### config.mk
export PLATFORM = sky130hd
export DESIGN_NAME = pattern_generator
export DESIGN_NICKNAME = d
export VERILOG_FILES = /design/src/rtl/pattern_generator.sv
export SDC_FILE = /design/constraint.sdc
export NUM_CORES = 1
export LEC_CHECK = 0
export ABC_AREA = 1
export CAP_MARGIN = 25
export CORE_MARGIN = 2
export CORE_UTILIZATION = 45
export DETAILED_ROUTE_END_ITERATION = 10
export GPL_TIMING_DRIVEN = 0
export PLACE_DENSITY = 0.74
export SETUP_SLACK_MARGIN = 0.4
export SLEW_MARGIN = 20
export SYNTH_ARGS = -nofsm -noshare
export SYNTH_HDL_FRONTEND = slang
export SYNTH_SLANG_ARGS = --single-unit
### constraint.sdc
create_clock -name CLK -period 1.9 [get_ports CLK]
set_input_delay 0.19 -clock CLK [delete_from_list [all_inputs] [get_ports CLK]]
set_output_delay 0.19 -clock CLK [all_outputs]
set_load 0.01 [all_outputs]
### src/rtl/pattern_generator.sv
// Transmit-side test-pattern source: emits one WIDTH-bit word every PERIOD clocks
// (counter / PRBS7 / walking one / alternating) with optional single-bit error injection.
module pattern_generator #(
   parameter int         WIDTH  = 8,
   parameter int         PERIOD = 4,
   parameter logic [6:0] SEED   = 7'h7F
) (
   input  logic             CLK,
   input  logic             RST,
   input  logic             I_EN,
   input  logic [1:0]       I_MODE,
   input  logic             I_INJECT,
   output logic             O_STB,
   output logic [WIDTH-1:0] O_DAT
);

   typedef enum logic [1:0] {
      MODE_COUNT = 2'd0,
      MODE_PRBS  = 2'd1,
      MODE_WALK  = 2'd2,
      MODE_ALT   = 2'd3
   } mode_t;

   localparam int DIV_W = (PERIOD > 1) ? $clog2(PERIOD) : 1;
   localparam logic [DIV_W-1:0] DIV_LAST = DIV_W'(PERIOD - 1);
   localparam logic [WIDTH-1:0] WORD_ONE = {{(WIDTH-1){1'b0}}, 1'b1};

   function automatic logic [WIDTH-1:0] alt_pattern();
      logic [WIDTH-1:0] w;
      for (int i = 0; i < WIDTH; i++) w[i] = ((i % 2) == 0);
      return w;
   endfunction

   localparam logic [WIDTH-1:0] ALT_WORD = alt_pattern();

   logic [DIV_W-1:0] div_q;
   mode_t            mode_q;
   logic [WIDTH-1:0] cnt_q, cnt_d;
   logic [WIDTH-1:0] walk_q, walk_d;
   logic [6:0]       prbs_q, prbs_d;
   logic             inj_pend_q, inj_pend_d;

   logic             strobe;
   mode_t            mode_in;
   logic             reinit;
   logic [6:0]       prbs_base;
   logic [6:0]       prbs_state;
   logic [WIDTH-1:0] prbs_word;
   logic [WIDTH-1:0] cnt_base, walk_base;
   logic [WIDTH-1:0] word;

   assign strobe  = I_EN && (div_q == DIV_LAST);
   assign mode_in = mode_t'(I_MODE);
   assign reinit  = (mode_in != mode_q);

   // A mode change restarts that mode's sequence from its initial state.
   assign cnt_base  = reinit ? '0       : cnt_q;
   assign walk_base = reinit ? WORD_ONE : walk_q;
   assign prbs_base = reinit ? SEED     : prbs_q;

   // PRBS7 (x^7+x^6+1) stepped WIDTH times; first generated bit lands in the MSB.
   always_comb begin
      prbs_state = prbs_base;
      prbs_word  = '0;
      for (int i = WIDTH - 1; i >= 0; i--) begin
         prbs_word[i] = prbs_state[6] ^ prbs_state[5];
         prbs_state   = {prbs_state[5:0], prbs_word[i]};
      end
   end

   // NOTE: every output of this block gets a default first, so no path leaves a
   // signal unassigned and no latch is inferred.
   always_comb begin
      word   = '0;
      cnt_d  = cnt_q;
      walk_d = walk_q;
      prbs_d = prbs_q;
      if (strobe) begin
         unique case (mode_in)
            MODE_COUNT: begin
               word  = cnt_base;
               cnt_d = cnt_base + 1'b1;
            end
            MODE_PRBS: begin
               word   = prbs_word;
               prbs_d = prbs_state;
            end
            MODE_WALK: begin
               word   = walk_base;
               walk_d = {walk_base[WIDTH-2:0], walk_base[WIDTH-1]};
            end
            MODE_ALT: word = ALT_WORD;
         endcase
      end
   end

   // A pulse on the strobe edge itself is held for the following word.
   assign inj_pend_d = strobe ? I_INJECT : (inj_pend_q | I_INJECT);

   // NOTE: state registers use non-blocking assignments so every register samples
   // pre-edge values regardless of statement order.
   always_ff @(posedge CLK or posedge RST) begin
      if (RST) begin
         div_q      <= '0;
         mode_q     <= MODE_COUNT;
         cnt_q      <= '0;
         walk_q     <= WORD_ONE;
         prbs_q     <= SEED;
         inj_pend_q <= 1'b0;
         O_STB      <= 1'b0;
         O_DAT      <= '0;
      end else begin
         inj_pend_q <= inj_pend_d;
         O_STB      <= strobe;
         if (I_EN) div_q <= strobe ? '0 : div_q + 1'b1;
         if (strobe) begin
            mode_q <= mode_in;
            cnt_q  <= cnt_d;
            walk_q <= walk_d;
            prbs_q <= prbs_d;
            O_DAT  <= word ^ {{(WIDTH-1){1'b0}}, inj_pend_q};
         end
      end
   end

endmodule

==> Word-level counts from Yosys, hierarchy flattened <==
Index checks and enable logic that the tools add are counted.
{ "word_totals": {"regBits": 37, "ram_bits": 0, "latchBits": 0, "romBits": 0, "n_memories": 0, "wordCells": 37, "in_bits": 6, "out_inout_bits": 9} }
{ "classes": {"n_div": 0, "order_cmp": 0, "reduce_logical": 5, "eq_ne": 5, "n_shift": 0, "muxes": 7, "addsub": 2, "n_mul": 0, "bitwise": 10} }
{ "op_table": {"columns": ["operator", "count"], "rows": [
  ["$pmux 8 s4", 1],
  ["$mux 8", 3],
  ["$add 8x1->8 const B", 1],
  ["$xor 1x1->1", 8],
  ["$xor 8x1->8", 1],
  ["$mux 7", 1],
  ["$eq 2x2->1 const B", 3],
  ["$reduce_and 2->1", 3],
  ["$add 2x1->2 const B", 1],
  ["$eq 2x1->1 const B", 1],
  ["$logic_not 2->1", 1],
  ["$mux 2", 1],
  ["$ne 2x2->1", 1],
  ["$logic_and 1x1->1", 1],
  ["$mux 1", 1],
  ["$or 1x1->1", 1]
]} }

==> Depth between registers and ports, before layout <==
{ "logic_depth": {"ltp_word": 7, "ltp_mapped": 12, "depth_no_buf": 12} }

==> Worst setup path after synthesis <==
OpenSTA, ideal clock, no wires.
{ "synth_timing": {"path_type": "register to register", "startpoint": "register mode_q[1]", "endpoint": "register cnt_q[6]", "path_buffers": 0, "slack_ps": 367, "arrival_time_ps": 1410, "stages_incl_launch_ff": 13, "period_less_slack_ps": 1533, "cell_sequence": "dfrtp_1 > inv_1 > nand2_1 > nand2_2 > nand2_4 > inv_2 > nand2_1 > inv_1 > ha_1 > nand2_1 > nor3_2 > nand2_1 > xnor2_1"} }
{ "synth_between": {"elab_chain_cells": 3} }
{ "synth_rtl": {"columns": ["item", "line", "text"], "rows": [
  ["start: declaration", "37", "mode_t mode_q;"],
  ["start signal: assignment", "117", "mode_q <= mode_in;"],
  ["$ne 2x2->1", "54", "assign reinit = (mode_in != mode_q);"],
  ["$mux 8", "57", "assign cnt_base = reinit ? '0 : cnt_q;"],
  ["$add 8x1->8", "82", "cnt_d = cnt_base + 1'b1;"],
  ["end signal: assignment", "118", "cnt_q <= cnt_d;"],
  ["end: declaration", "38", "logic [WIDTH-1:0] cnt_q, cnt_d;"]
]} }
No other way between the ends.
A chain may end at the register's enable or synchronous reset.

==> Worst setup path after layout <==
{ "layout_timing": {"startpoint": "register mode_q[1]", "endpoint": "register cnt_q[4]"} }
The elaborated chain is that of the path after synthesis.

==> impl_metrics.py <==
metrics = {
    "status": {
        "status": "complete, no violations",
    },
    "setup_path": {
        "cp-start-kind": "flip-flop",
        "crit_path_max_incr_delay_ns": 0.40,
        "path_class": "reg2reg",
        "rr_startpoint": "mode_q[1]$_DFFE_PP0P_",
        "cp_cell_sequence": "inv_1 -> nand2_1 -> nand2_2 -> buf_4 -> nand3_4 -> inv_4 -> ha_4 -> nand2_4 -> nor3_4 -> buf_4 -> xnor2_2",
        "cp.required_ns": 2.13,
        "ff2ff_path_depth": 11,
        "r2r_setup_slack_ns": 0.29,
        "cp_slowest_cell": "dfrtp_1",
        "crit_fanout": 4,
        "endpoint_kind": "flip-flop",
        "r2r-end": "cnt_q[4]$_DFFE_PP0P_",
        "cp-startpoint": "mode_q[1]$_DFFE_PP0P_",
        "critPathBufInv": 4,
        "arrival_ns": 1.84,
        "crit_path_frequent_cell": "buf_4",
        "critPathTopFamily": "simple AND/OR/NAND/NOR gates",
    },
    "die": {
        "fp.dieH_um": 68.5,
        "die_area_um2": 4690,
        "initial_core_util_pct": 46.8,
        "die_w_um": 68.5,
        "std_cell_rows": 23,
        "ioPinCount": 15,
        "core_um2": 4000,
    },
    "sta": {
        "fin_ws_ns": 0.288,
        "fin_crit_sh_pct": 84.8,
        "min_period_ns": 1.61,
        "rsz0062_at_grt": "true",
        "setup_viol": 0,
        "tightest_slew_ns": 0.778,
        "tns_ns": 0,
        "hold_viol_final": 0,
        "max_freq_ghz": 0.620,
        "skew_ns": 0.00916,
        "final_max_slew_viol_count": 0,
        "max-slew-margin-rel_pct": 48.0,
    },
    "power": {
        "sequentialPowerShare_pct": 36.7,
        "comb_power_share_pct": 43.0,
        "p_clk_share_pct": 20.3,
        "swShare_pct": 37.3,
        "powerDensity_nw_per_um2": 1350,
        "switchingPower_mw": 1.34,
        "p_leak_nw": 1.22,
        "internal_power_mw": 2.24,
        "vdd_drop_max_uv": 651,
        "finalPower_mw": 3.58,
    },
    "clock_network": {
        "clkSlewWorstSetupHoldPaths_ns": 0.08,
        "clk_path_buf_depth": 2,
        "cts_root_buf": "clkbuf_8",
        "tritoncts": "built",
        "h-tree-depth": 2,
        "cts_num_sinks": 37,
        "insertion_delay_ns": 0.30,
        "cts_buffers": 5,
        "postCtsHoldBufs": 0,
    },
    "synth": {
        "ys_warn_count": 0,
        "syn_inst": 230,
        "synth_cell_types": 31,
        "avgSynthCellArea_um2": 8.14,
        "syn_area_um2": 1870,
        "synthFlopType": "dfrtp_1",
        "yosysTopAreaCell": "dfrtp_1",
        "synth.ff_latch_count": 37,
        "synthTopCellsByArea": "dfrtp_1 (39%), nand2_1 (12%), dfstp_2 (11%)",
        "synth-edff-count": 0,
        "ys_seq_area_share_pct": 50.0,
        "syn_nets": 238,
        "synthArstFlopShare_pct": 100,
        "synth_top_area_share_pct": 38.8,
    },
    "global_route": {
        "grt_first_pass_wirelength_um": 7440,
        "gr-usage-met2_pct": 35.8,
        "grtUsageMet3_pct": 6.01,
        "grt_usage_pct": 21.9,
        "antenna_found_initial": 0,
        "first_global_vias": 1654,
        "grt_max_degree": 38,
        "busiest_layer": "met2",
        "overflow": 0,
        "grtUsageMet1_pct": 27.9,
    },
    "finish": {
        "diodes": 0,
        "register_area_um2": 936,
        "multi_input_area_um2": 1040,
        "area_growth_pct": 41.0,
        "num-nets-final": 276,
        "postLayoutCellArea_um2": 2640,
        "nFillCells": 292,
        "drive_gt1_share_pct": 35.3,
        "layout_commonest_cell": "nand2_1",
        "final_cell_mix": "nand2_1 (53), dfrtp_1 (29), inv_1 (20), nor2_1 (14), buf_4 (13)",
    },
    "place": {
        "port_buffers": 14,
        "place_area_um2": 2080,
        "pre_cts_ws_ns": -0.219,
        "dp_hpwl_um": 2890,
        "globalplace.congestion": 0.899,
    },
    "detailed_routing": {
        "routed-via-count": 1714,
        "wirelength_um": 4960,
        "drt_iter0_markers": 152,
        "drc": 0,
        "first_pass_iters": 4,
        "detail_route.wl_per_cell_um": 15.6,
        "antenna_left": 0,
        "via_per_inst": 5.37,
    },
    "run": {
        "drv_cap": 0,
    },
    "worst_hold_path": {
        "hold_class": "in2async",
    },
}
cell usage after synthesis (2+ instances only):
master / n
a21oi_1: 8
a31oi_1: 4
buf_6: 2
clkbuf_1: 2
dfrtp_1: 29
dfstp_2: 8
ha_1: 2
inv_1: 26
inv_2: 5
nand2_1: 59
nand2_2: 5
nand3_1: 18
nand4_1: 2
nor2_1: 19
nor2_2: 5
nor3_1: 2
o21ai_0: 15
o22ai_1: 3
xnor2_1: 2
xor2_1: 3
repair_timing:
item,CTS,global route
pin swaps,12,11
gates cloned,0,2
gates resized for setup,28,47
buffers inserted,12,3
endpoints found under the setup margin,30,25
sequential cells by signal, summed over array words and instances, names as in the netlist:
signal      count
inj_pend_q      1
cnt_q           8
O_DAT           8
O_STB           1
walk_q          8
mode_q          2
div_q           2
prbs_q          7
how the worst max path moves through the flow:
stage / cells after the start / slack [ns] / to
2_1_floorplan: 9 / 0.41 / cnt_q[7]$_DFFE_PP0P_
3_3_place_gp: 12 / -0.18 / cnt_q[6]$_DFFE_PP0P_
3_5_place_dp: 12 / -0.22 / cnt_q[6]$_DFFE_PP0P_
4_1_cts: 12 / 0.32 / cnt_q[6]$_DFFE_PP0P_
5_1_grt: 11 / 0.23 / cnt_q[6]$_DFFE_PP0P_
6_report: 11 / 0.29 / cnt_q[4]$_DFFE_PP0P_
routing by layer:
layer	wire length, um	vias to the layer above
met5	0	-
met4	93	0
met3	296	12
met2	2550	59
met1	2020	823
li1	-	820
cells by family (layout without fill, tap and decap cells):
kind of cell | count (synthesis) | after routing | share of synthesized area [%]
buf+inv | 35 | 74 | 7.82
flops | 37 | 37 | 50.0
compound gates | 38 | 38 | 11.8
mux | 1 | 1 | 0.602
simple gates | 112 | 112 | 26.1
xor+xnor | 5 | 5 | 2.34
fa+ha+maj | 2 | 2 | 1.34
power groups by stage:
stage | combinational, mW | sequential [mW] | clock [mW]
floorplan | 0.672 | 1.29 | 0
global placement | 1.01 | 1.29 | 0
detailed placement | 1.04 | 1.30 | 0
CTS | 1.20 | 1.29 | 0.726
global route | 1.68 | 1.35 | 0.772
finish | 1.54 | 1.31 | 0.725
per-stage QoR:
stage / util (%) / hold slack [ns] / instances
after CTS: 59.6 / 0.369 / 314
after detailed placement: 51.9 / 0.480 / 294
after global routing: 66.0 / 0.435 / 319
after global placement: 51.9 / 0.466 / 294
after floorplan: - / 0.304 / 230
final: 66.0 / 0.349 / 319
worst reg2reg max path, stage by stage, from the launching register on:
cell     delay [ns]
dfrtp_1        0.40
inv_1          0.07
nand2_1        0.05
nand2_2        0.12
buf_4          0.15
nand3_4        0.09
inv_4          0.08
ha_4           0.13
nand2_4        0.05
nor3_4         0.15
buf_4          0.15
xnor2_2        0.10
cell type report:
cell class	instances	area share [%]
Buffer	4	1.71
Clock buffer	6	3.13
Clock inverter	2	1.42
Inverter	31	4.69
Multi-Input combinational cell	158	39.6
Sequential cell	37	35.5
Tap cell	50	2.37
Timing Repair Buffer	31	11.7
(Power assumes the default switching activity.)
